--- config.mk ---
export PLATFORM = sky130hd
export DESIGN_NAME = uart_rx
export DESIGN_NICKNAME = d
export VERILOG_FILES = /design/src/rtl/uart_pkg.sv /design/src/rtl/uart_rx_tickgen.sv /design/src/rtl/uart_rx.sv
export SDC_FILE = /design/constraint.sdc
export NUM_CORES = 1
export LEC_CHECK = 0
export ABC_AREA = 1
export CORE_MARGIN = 3
export CORE_UTILIZATION = 60
export DETAILED_ROUTE_END_ITERATION = 8
export PLACE_DENSITY = 0.88
export SLEW_MARGIN = 20
export SYNTH_ARGS = -nofsm -noshare
export SYNTH_HDL_FRONTEND = slang
export SYNTH_HIERARCHICAL = 1
export SYNTH_SLANG_ARGS = --single-unit
--- constraint.sdc ---
create_clock -name clk -period 4.4 [get_ports clk]
set_clock_uncertainty 0.15 [all_clocks]
set_input_delay 1.32 -clock clk [delete_from_list [all_inputs] [get_ports clk]]
set_output_delay 1.32 -clock clk [all_outputs]
set_load 0.02 [all_outputs]
--- src/rtl/uart_pkg.sv ---
// Shared UART definitions: parity-mode encodings, baud table, oversampling
// divisor helper and the receiver state encoding.
package uart_pkg;

  localparam logic [1:0] PAR_ODD   = 2'b11;
  localparam logic [1:0] PAR_EVEN  = 2'b10;
  localparam logic [1:0] PAR_MARK  = 2'b01;
  localparam logic [1:0] PAR_SPACE = 2'b00;

  typedef enum logic [2:0] {
    ST_IDLE   = 3'd0,
    ST_START  = 3'd1,
    ST_DATA   = 3'd2,
    ST_PARITY = 3'd3,
    ST_STOP   = 3'd4
  } rx_state_t;

  // Baud rate selected by the 3-bit baud_sel code.
  function automatic int unsigned baud_rate(input logic [2:0] sel);
    case (sel)
      3'd0:    return 9600;
      3'd1:    return 19200;
      3'd2:    return 38400;
      3'd3:    return 57600;
      3'd4:    return 115200;
      3'd5:    return 230400;
      3'd6:    return 460800;
      default: return 921600;
    endcase
  endfunction

  // Clocks per 16x oversampling tick, rounded to nearest, never below 1.
  function automatic logic [15:0] ovs_div(input int unsigned clk_hz, input logic [2:0] sel);
    int unsigned b;
    int unsigned d;
    b = baud_rate(sel);
    d = (clk_hz + 8 * b) / (16 * b);
    if (d == 0) d = 1;
    if (d > 65535) d = 65535;
    return d[15:0];
  endfunction

endpackage

--- src/rtl/uart_rx_tickgen.sv ---
// 16x oversampling tick generator. restart realigns the tick phase to a
// detected start edge so every frame samples at the same bit offsets.
module uart_rx_tickgen (
  input  logic        clk,
  input  logic        rst,
  input  logic        restart,
  input  logic [15:0] div,
  output logic        tick
);

  logic [15:0] cnt;

  assign tick = ~restart && (cnt == div - 16'd1);

  // Divisor counter: wraps on tick, forced to 0 on restart.
  always_ff @(posedge clk or negedge rst) begin
    if (!rst) begin
      cnt <= 16'd0;
    end else if (restart || tick) begin
      cnt <= 16'd0;
    end else begin
      cnt <= cnt + 16'd1;
    end
  end

endmodule

--- src/rtl/uart_rx.sv ---
// UART receiver: 16x oversampled, 7/8 data bits LSB first, optional parity,
// 1 or 2 stop bits, one-cycle valid strobe with per-frame error flags.
// Handshake: valid is a one-cycle strobe with no ready; data and the error
// flags are updated in the same cycle and hold until the next strobe.
module uart_rx
  import uart_pkg::*;
#(
  parameter int unsigned CLK_HZ = 100_000_000
) (
  input  logic       clk,
  input  logic       rst,
  input  logic       en,
  input  logic [2:0] baud_sel,
  input  logic       data_size,
  input  logic       parity_en,
  input  logic [1:0] parity_mode,
  input  logic       stop_bit_size,
  input  logic       rx,
  output logic [7:0] data,
  output logic       valid,
  output logic       parity_error,
  output logic       frame_error,
  output logic       busy
);

  rx_state_t state;
  rx_state_t state_next;

  logic       rx_meta;
  logic       rx_sync;
  logic       rx_prev;
  logic       fall;

  logic [2:0] baud_q;
  logic       size_q;
  logic       par_en_q;
  logic [1:0] par_mode_q;
  logic       stop_q;

  logic [3:0] tick_cnt;
  logic [2:0] bit_cnt;
  logic [7:0] shift;
  logic       par_flag;
  logic       frm_flag;

  logic [15:0] div;
  logic        tick;
  logic        start_go;
  logic        mid_start;
  logic        mid_bit;
  logic [2:0]  last_data;
  logic [2:0]  last_stop;
  logic        par_exp;

  assign fall      = rx_prev & ~rx_sync;
  assign start_go  = (state == ST_IDLE) && en && fall;
  assign mid_start = tick && (tick_cnt == 4'd7);
  assign mid_bit   = tick && (tick_cnt == 4'd15);
  assign last_data = size_q ? 3'd7 : 3'd6;
  assign last_stop = {2'b00, stop_q};

  // Two-stage synchronizer plus edge register, all idle-high out of reset.
  always_ff @(posedge clk or negedge rst) begin
    if (!rst) begin
      rx_meta <= 1'b1;
      rx_sync <= 1'b1;
      rx_prev <= 1'b1;
    end else begin
      rx_meta <= rx;
      rx_sync <= rx_meta;
      rx_prev <= rx_sync;
    end
  end

  // Divisor for the baud rate latched at the start edge.
  always_comb begin
    div = ovs_div(CLK_HZ, 3'd7);
    case (baud_q)
      3'd0:    div = ovs_div(CLK_HZ, 3'd0);
      3'd1:    div = ovs_div(CLK_HZ, 3'd1);
      3'd2:    div = ovs_div(CLK_HZ, 3'd2);
      3'd3:    div = ovs_div(CLK_HZ, 3'd3);
      3'd4:    div = ovs_div(CLK_HZ, 3'd4);
      3'd5:    div = ovs_div(CLK_HZ, 3'd5);
      3'd6:    div = ovs_div(CLK_HZ, 3'd6);
      default: div = ovs_div(CLK_HZ, 3'd7);
    endcase
  end

  uart_rx_tickgen u_tickgen (
    .clk     (clk),
    .rst     (rst),
    .restart (start_go),
    .div     (div),
    .tick    (tick)
  );

  // Expected parity bit over the received data bits only.
  always_comb begin
    par_exp = 1'b0;
    case (par_mode_q)
      PAR_ODD:   par_exp = ~^shift;
      PAR_EVEN:  par_exp = ^shift;
      PAR_MARK:  par_exp = 1'b1;
      default:   par_exp = 1'b0;
    endcase
  end

  // State register.
  always_ff @(posedge clk or negedge rst) begin
    if (!rst) state <= ST_IDLE;
    else      state <= state_next;
  end

  // Next-state logic; en low overrides everything and aborts the frame.
  always_comb begin
    state_next = state;
    case (state)
      ST_IDLE:   if (start_go) state_next = ST_START;
      ST_START:  if (mid_start) state_next = rx_sync ? ST_IDLE : ST_DATA;
      ST_DATA:   if (mid_bit && (bit_cnt == last_data))
                   state_next = par_en_q ? ST_PARITY : ST_STOP;
      ST_PARITY: if (mid_bit) state_next = ST_STOP;
      ST_STOP:   if (mid_bit && (bit_cnt == last_stop)) state_next = ST_IDLE;
      default:   state_next = ST_IDLE;
    endcase
    if (!en) state_next = ST_IDLE;
  end

  // Datapath: config latch, counters, shift register, flags and outputs.
  always_ff @(posedge clk or negedge rst) begin
    if (!rst) begin
      baud_q       <= 3'd0;
      size_q       <= 1'b0;
      par_en_q     <= 1'b0;
      par_mode_q   <= 2'b00;
      stop_q       <= 1'b0;
      tick_cnt     <= 4'd0;
      bit_cnt      <= 3'd0;
      shift        <= 8'd0;
      par_flag     <= 1'b0;
      frm_flag     <= 1'b0;
      data         <= 8'd0;
      valid        <= 1'b0;
      parity_error <= 1'b0;
      frame_error  <= 1'b0;
      busy         <= 1'b0;
    end else begin
      valid <= 1'b0;
      if (!en) begin
        busy <= 1'b0;
      end else begin
        case (state)
          ST_IDLE: begin
            if (fall) begin
              baud_q     <= baud_sel;
              size_q     <= data_size;
              par_en_q   <= parity_en;
              par_mode_q <= parity_mode;
              stop_q     <= stop_bit_size;
              tick_cnt   <= 4'd0;
              bit_cnt    <= 3'd0;
              shift      <= 8'd0;
              par_flag   <= 1'b0;
              frm_flag   <= 1'b0;
            end
          end
          ST_START: begin
            if (tick) begin
              if (tick_cnt == 4'd7) begin
                tick_cnt <= 4'd0;
                if (!rx_sync) busy <= 1'b1;
              end else begin
                tick_cnt <= tick_cnt + 4'd1;
              end
            end
          end
          ST_DATA: begin
            if (tick) begin
              tick_cnt <= tick_cnt + 4'd1;
              if (tick_cnt == 4'd15) begin
                shift[bit_cnt] <= rx_sync;
                bit_cnt <= (bit_cnt == last_data) ? 3'd0 : bit_cnt + 3'd1;
              end
            end
          end
          ST_PARITY: begin
            if (tick) begin
              tick_cnt <= tick_cnt + 4'd1;
              if (tick_cnt == 4'd15) par_flag <= (rx_sync != par_exp);
            end
          end
          ST_STOP: begin
            if (tick) begin
              tick_cnt <= tick_cnt + 4'd1;
              if (tick_cnt == 4'd15) begin
                if (!rx_sync) frm_flag <= 1'b1;
                if (bit_cnt == last_stop) begin
                  data         <= shift;
                  parity_error <= par_flag;
                  frame_error  <= frm_flag | ~rx_sync;
                  valid        <= 1'b1;
                  busy         <= 1'b0;
                end else begin
                  bit_cnt <= bit_cnt + 3'd1;
                end
              end
            end
          end
          default: ;
        endcase
      end
    end
  end

endmodule
* Yosys cells after proc, flatten, opt, wreduce, memory -nomap -nowiden
Cells that the tools add are included.
Storage, ports and cells: register bits 59, input port bits 12, output and inout bits 12, logic and storage cells 153
Operators by class: add/subtract/negate cells 4, magnitude comparators 2, eq/ne operators 42, muxes and demuxes 53, bitwise operators 4, reductions and logical operators 28
Operator list (number):
- case mux 10 bit (7 select lines) | 1
- two-way mux 3 bit | 14
- != test 3 bit, second input constant | 10
- AND reduction 5 bit | 5
- two-way mux 8 bit | 3
- != test 2 bit, second input constant | 10
- two-way mux 1 bit | 19
- adder 16 x 1 -> 16 bit, second input constant | 1
- == test 16 bit | 1
- two-way mux 16 bit | 1
- two-way mux 4 bit | 4
- case mux 8 bit (2 select lines) | 1
- case mux 3 bit (5 select lines) | 1
- == test 3 x 2 -> 1 bit, second input constant | 4
- == test 3 bit, second input constant | 4
- case mux 4 bit (3 select lines) | 1
- subtractor 10 x 1 -> 11 bit, second input constant | 1
- case mux 3 bit (3 select lines) | 1
- bitwise mux 8 bit | 1
- logical AND 1 bit | 8
- AND reduction 8 bit | 1
- XNOR reduction 8 bit | 1
- parity 8 bit | 1
- AND reduction 7 bit | 1
- other kinds (29) | 38

* Depth between registers and ports, before layout
depth in word-level cells 10

* By module
The synthesis kept the hierarchy.
By module, submodules not included:
- uart_rx | times used 1, cells an instance 337, area an instance 2412.3 µm², seq. area each 1079.8 µm²
- uart_rx_tickgen | times used 1, cells an instance 248, area an instance 1616.6 µm², seq. area each 400.4 µm²

* Least setup slack after synthesis
No wires, ideal clock.
kind reg-to-reg, start reg baud_q[2], end reg u_tickgen.cnt[10], library setup time 0.121 ns, arrival time 3.262 ns, required time 4.129 ns, path slack 0.867 ns, stages on the path, launching flop included 26, path buffers 2, period minus slack after synthesis 3.533 ns, path through dfrtp_1 inv_1 nor2_1 nor2_1 o21ai_0 inv_1 ha_1 nand3_1 nor2_4 nand2_1 nand2_1 nand2_1 nor2_1 nand2_1 nor2_1 nand3_1 nor2_1 nand2_1 nand2_1 nand3_2 inv_2 buf_6 inv_1 nand2_4 buf_12 nor2_2
On the way: word-level cells in the longest chain between the ends 7, elaborated cells on any way between the ends 13, classes of those cells add/sub: 1; eq/ne: 7; mux: 2; reduce/logical: 3
RTL lines:
- start: declaration | line uart_rx.sv:34 | logic [2:0] baud_q;
- start signal: assignment | line uart_rx.sv:156 | baud_q <= baud_sel;
- == test 3 bit (tied with other cells) | line uart_rx.sv:78 | case (baud_q)
- case mux 10 bit (7 select lines) (*) | line uart_rx.sv:78
- named net div[2] | line uart_rx.sv:46 | logic [15:0] div;
- subtractor 10 x 1 -> 11 bit (*) | line uart_rx_tickgen.sv:13 | assign tick = ~restart && (cnt == div - 16'd1);
- == test 16 bit (*) | line uart_rx_tickgen.sv:13
- logical AND 1 bit (*) | line uart_rx_tickgen.sv:13
- named net tick | line uart_rx.sv:47 | logic tick;
- logical OR 1 bit (*) | line uart_rx_tickgen.sv:19 | end else if (restart || tick) begin
- two-way mux 16 bit (*) | line uart_rx_tickgen.sv:19
- end signal: assignment | line uart_rx_tickgen.sv:22 | cnt <= cnt + 16'd1;
- end: declaration | line uart_rx_tickgen.sv:11 | logic [15:0] cnt;
The timed path passes the listed nets; every way through them passes the cells marked *. A chain may end at the register's enable or synchronous reset.

* Worst setup path after layout
start reg baud_q[2], end reg frame_error
On the way: word-level cells in the longest chain between the ends 6, elaborated cells on any way between the ends 12, classes of those cells add/sub: 1; eq/ne: 7; mux: 1; reduce/logical: 3
RTL lines:
- == test 3 bit (tied with other cells) | line uart_rx.sv:78
- case mux 10 bit (7 select lines) (*) | line uart_rx.sv:78
- named net div[2] | line uart_rx.sv:46
- subtractor 10 x 1 -> 11 bit (*) | line uart_rx_tickgen.sv:13
- == test 16 bit (*) | line uart_rx_tickgen.sv:13
- logical AND 1 bit (*) | line uart_rx_tickgen.sv:13
- named net tick | line uart_rx.sv:47
- AND reduction 5 bit (no line) (*)
- end signal: assignment | line uart_rx.sv:201 | frame_error <= frm_flag | ~rx_sync;
- end: declaration | line uart_rx.sv:22 | output logic frame_error,
Marked as above.

==> impl.org <==
** Synthesis
- Of the total synthesized cell area, the portion taken by full adders, half adders and majority gates is 1.24%.
- Summing the areas of all xor and xnor instances in the mapped netlist gives 6.74% of the synthesized area.
- Fraction of the mapped netlist area in compound gates :: 6.21%
- The top cell type by area accounts for 34.8% of the synthesized area.
- Number of different library cells in the post-synthesis netlist :: 36
- Of the total synthesized cell area, the portion taken by AND, OR, NAND and NOR gates is 40.4%.
- Mux share of post-synthesis cell area :: 0%
- By area, the combinational part of the netlist is dominated by simple AND/OR/NAND/NOR gates.
- Total number of yosys warnings :: 6
- Dominant cells by area after synthesis :: sky130_fd_sc_hd__dfrtp_1, sky130_fd_sc_hd__nand2_1, sky130_fd_sc_hd__nor2_1
- The most used flip-flop cell after synthesis is sky130_fd_sc_hd__dfrtp_1.
- Synthesis produced a netlist whose cell count is 585.
- Netlist area before placement :: 4030 um2
- For this run, asynchronously set or reset flops after synthesis account for 100%.
- The biggest area contributor in the post-synthesis netlist is sky130_fd_sc_hd__dfrtp_1.
- In this run, synthesis produced a sequential element count of 59.
- Averaged over all synthesized cells, the footprint is 6.89 um2.
- In this run, synthesis inferred 0 flip-flops with an integrated enable.
- Seq/Total Area, Yosys :: 36.7%

** Final layout
- Inserted Diodes :: 0
- Leaving out fill and tap cells, the most frequent cell in the layout is sky130_fd_sc_hd__nand2_1.
- From synthesis to final layout, the design area changed by 14.1%.
- Net count of the finished layout :: 642
- In the layout the commonest cells are sky130_fd_sc_hd__nand2_1, sky130_fd_sc_hd__nor2_1, sky130_fd_sc_hd__inv_1.
- The post-route netlist has 9.98% of its cells at a drive strength greater than 1.
- After routing the design area is 4600 um2.

** Timing
- Count of final max-slew check failures :: 0
- Hold violation total from the final report :: 0
- Timing would allow up to 0.251 GHz.
- Unrepaired setup endpoints after global routing :: false
- Min cycle time layout :: 3.99 ns
- Setup violations remaining at the end of the flow were counted as 0.
- Final setup TNS :: 0 ns
- In the finished design, the share of the clock period the worst path needs comes to 90.7%.
- Max-slew headroom at the worst pin :: 45.8%
- At the pin with the least slew margin, the transition time is 0.812 ns.

** Floorplanning
- Placeable core region :: 6420 um2
- Initial core utilization :: 62.7%
- Die footprint :: 7730 um2
- From left edge to right edge, the die measures 87.9 um.
- Cell Rows :: 29
- The die is 87.9 um tall.
- 24 I/O pins were placed.

** Job
- Max-cap violations in this run came to 0.

** Status
- The flow ran to the end, and the final reports show no timing, DRC or antenna violations.

** CTS
- Gates resized during post-CTS repair numbered 0.
- Counting along the longest clock path gives a buffer depth of 2.
- CTS placed an instance of sky130_fd_sc_hd__clkbuf_8 at the clock tree root.
- Post-CTS timing repair inserted 0 buffers for setup.
- The clock reaches the later pin of the worst-skew pair after 0.34 ns.
- CTS built an H-tree with a depth of 3.
- Clock transition at the register clock pins on the worst setup and hold paths after CTS :: 0.07 ns
- CTS tree :: done
- CTS saw 59 sinks.
- Hold buffers post-CTS :: 0
- Cts bufs inserted :: 9

** Pwr
- Worst VDD drop :: 0.377 mV
- In this run the power density over the cells is 542 nW/um2.
- For this design the static power due to leakage is 2.33 nW.

** Critical path
- The endpoint identified for the worst register-to-register timing path is frame_error$_DFFE_PN0P_.
- Beginning of the worst register-to-register path :: baud_q[2]$_DFFE_PN0P_
- Data on the critical path arrives at its endpoint at 4.07 ns.
- The setup path with the least slack is of type register to register.
- Along the worst path, the maximum fanout reaches 18.
- Data required time at the worst endpoint :: 4.48 ns
- Measured in cells, the most critical reg-to-reg path has a length of 23.
- Worst setup slack for register-to-register paths :: 0.41 ns
- CP startpoint kind :: register
- Category of the worst setup path capture point :: register

** Worst hold path
- Tightest Hold Check Type :: register to register
- Startpoint of the most critical hold path :: rx_meta$_DFF_PN1_
- Counting instances, the worst hold path has a depth of 0.
- For hold timing, the worst endpoint is rx_sync$_DFF_PN1_.

** Global routing
- Antenna violations before repair :: 0
- Vias in the first global route :: 3530
- Entering global routing, the biggest net connects 36 pins.
- Global-route wire length before repair :: 15.8 mm
- Global routing consumed, over all layers together, 26.0% of the routing resources.
- For this run the aggregate overflow at the end of global routing stands at 0.

** Route
- Drt pass-1 iters :: 5
- After detailed routing, the average wire length per cell comes to 12.9 um.
- DRC :: 0
- For this block, the via count after detailed routing is 3747.
- Final ANT Viol Nets :: 0
- Routed via count divided by cell count :: 5.29
- After the first detailed-routing iteration, the DRC count stood at 231.
- Summed over all layers, the routed wires come to 9.12 mm.

** Placement
- Port bufs :: 23
- Post-DP HPWL :: 6.80 mm
- Placed instance area :: 4350 um2
- The congestion estimate from routability-driven global placement came to 0.940.
power breakdown:
part / switching, mW / internal [mW]
clock network: 0.215 / 0.392
registers: 0.113 / 0.645
logic: 0.760 / 0.368
total: 1.09 / 1.41
synthesized netlist by cell type (3+ instances only):
| master | n |
|---|---|
| sky130_fd_sc_hd__o21ai_0 | 8 |
| sky130_fd_sc_hd__buf_2 | 4 |
| sky130_fd_sc_hd__nand4_1 | 10 |
| sky130_fd_sc_hd__nand3b_1 | 5 |
| sky130_fd_sc_hd__inv_2 | 8 |
| sky130_fd_sc_hd__xor2_1 | 18 |
| sky130_fd_sc_hd__nor2_1 | 74 |
| sky130_fd_sc_hd__inv_1 | 64 |
| sky130_fd_sc_hd__o21ai_1 | 27 |
| sky130_fd_sc_hd__nor2_4 | 6 |
| sky130_fd_sc_hd__ha_1 | 4 |
| sky130_fd_sc_hd__nor3_1 | 7 |
| sky130_fd_sc_hd__dfrtp_1 | 56 |
| sky130_fd_sc_hd__nand2_2 | 7 |
| sky130_fd_sc_hd__nand2_1 | 190 |
| sky130_fd_sc_hd__a21oi_1 | 9 |
| sky130_fd_sc_hd__nor2_2 | 13 |
| sky130_fd_sc_hd__xnor2_1 | 13 |
| sky130_fd_sc_hd__nand3_1 | 37 |
| sky130_fd_sc_hd__dfstp_2 | 3 |
| sky130_fd_sc_hd__clkbuf_2 | 3 |
per-stage QoR:
| step | setup slack (ns) | total power, mW | cells | utilization (%) | hold WS [ns] |
|---|---|---|---|---|---|
| final | 0.410 | 2.49 | 708 | 71.6 | 0.222 |
| after floorplan | 0.867 | 1.65 | 599 | - | 0.195 |
| after global routing | 0.0443 | 2.70 | 708 | 71.6 | 0.219 |
| after detailed placement | 0.382 | 1.87 | 692 | 67.8 | 0.205 |
| after global placement | 0.711 | 1.83 | 692 | 67.8 | 0.201 |
| after CTS | 0.371 | 2.50 | 708 | 71.5 | 0.220 |
flip-flops by register name, summed over array words and instances, names as in the netlist, 2 cells and up:
name and flops:
bit_cnt 3, baud_q 3, state 3, tick_cnt 4, par_mode_q 2, u_tickgen/cnt 16, shift 8, data 8
critical path: stages, from the launching register on:
cell                      delay (ns)
sky130_fd_sc_hd__dfrtp_1        0.41
sky130_fd_sc_hd__inv_1          0.20
sky130_fd_sc_hd__nor2_1         0.10
sky130_fd_sc_hd__nor2_1         0.29
sky130_fd_sc_hd__o21ai_0        0.22
sky130_fd_sc_hd__inv_1          0.20
sky130_fd_sc_hd__ha_1           0.25
sky130_fd_sc_hd__nand2_1        0.12
sky130_fd_sc_hd__nor2_1         0.23
sky130_fd_sc_hd__nand2_1        0.08
sky130_fd_sc_hd__nand2_1        0.10
sky130_fd_sc_hd__nand2_1        0.06
sky130_fd_sc_hd__inv_1          0.05
sky130_fd_sc_hd__nand4_1        0.07
sky130_fd_sc_hd__nor2_1         0.11
sky130_fd_sc_hd__nand3_1        0.10
sky130_fd_sc_hd__nor2_2         0.22
sky130_fd_sc_hd__nand2_1        0.14
sky130_fd_sc_hd__inv_1          0.17
sky130_fd_sc_hd__nand4_4        0.25
sky130_fd_sc_hd__inv_2          0.16
sky130_fd_sc_hd__nand3_1        0.07
sky130_fd_sc_hd__o21ai_1        0.08
sky130_fd_sc_hd__inv_1          0.04
final cells by class:
| cell class | count | area [um2] |
|---|---|---|
| multi-input cells | 457 | 2260 |
| fillers | 521 | 1830 |
| flip-flops and latches | 59 | 1480 |
| inverters | 74 | 280 |
| repair buffers | 25 | 240 |
| clock buffers | 12 | 145 |
| clock inverters | 4 | 97.6 |
| well taps | 77 | 96.3 |
worst max path at each step:
stage,cells past startpoint,to,slack [ns],startpoint
floorplan,25,u_tickgen/cnt[10]$_DFF_PN0_,0.87,baud_q[2]$_DFFE_PN0P_
global placement,23,frame_error$_DFFE_PN0P_,0.71,baud_q[2]$_DFFE_PN0P_
detailed placement,23,frame_error$_DFFE_PN0P_,0.38,baud_q[2]$_DFFE_PN0P_
CTS,23,frame_error$_DFFE_PN0P_,0.37,baud_q[2]$_DFFE_PN0P_
global route,23,frame_error$_DFFE_PN0P_,0.04,baud_q[2]$_DFFE_PN0P_
finish,23,frame_error$_DFFE_PN0P_,0.41,baud_q[2]$_DFFE_PN0P_
logic make-up (layout without fill, tap and decap cells):
group | after synthesis | after routing
simple gates | 359 | 359
buf+inv | 83 | 115
fa+ha+maj | 4 | 4
xor+xnor | 31 | 31
compound gates | 48 | 48
flops | 59 | 59
other cells | 1 | 15
per-layer routing:
metal / vias up / share of wire [%] / track usage, %
met5: - / 0 / 0
met3: 15 / 6.2 / 5.08
li1: 1890 / - / -
met1: 1714 / 45 / 35.0
met2: 128 / 47 / 42.3
met4: 0 / 1.5 / 8.37
Note: power is estimated with default switching activity, not from simulation.
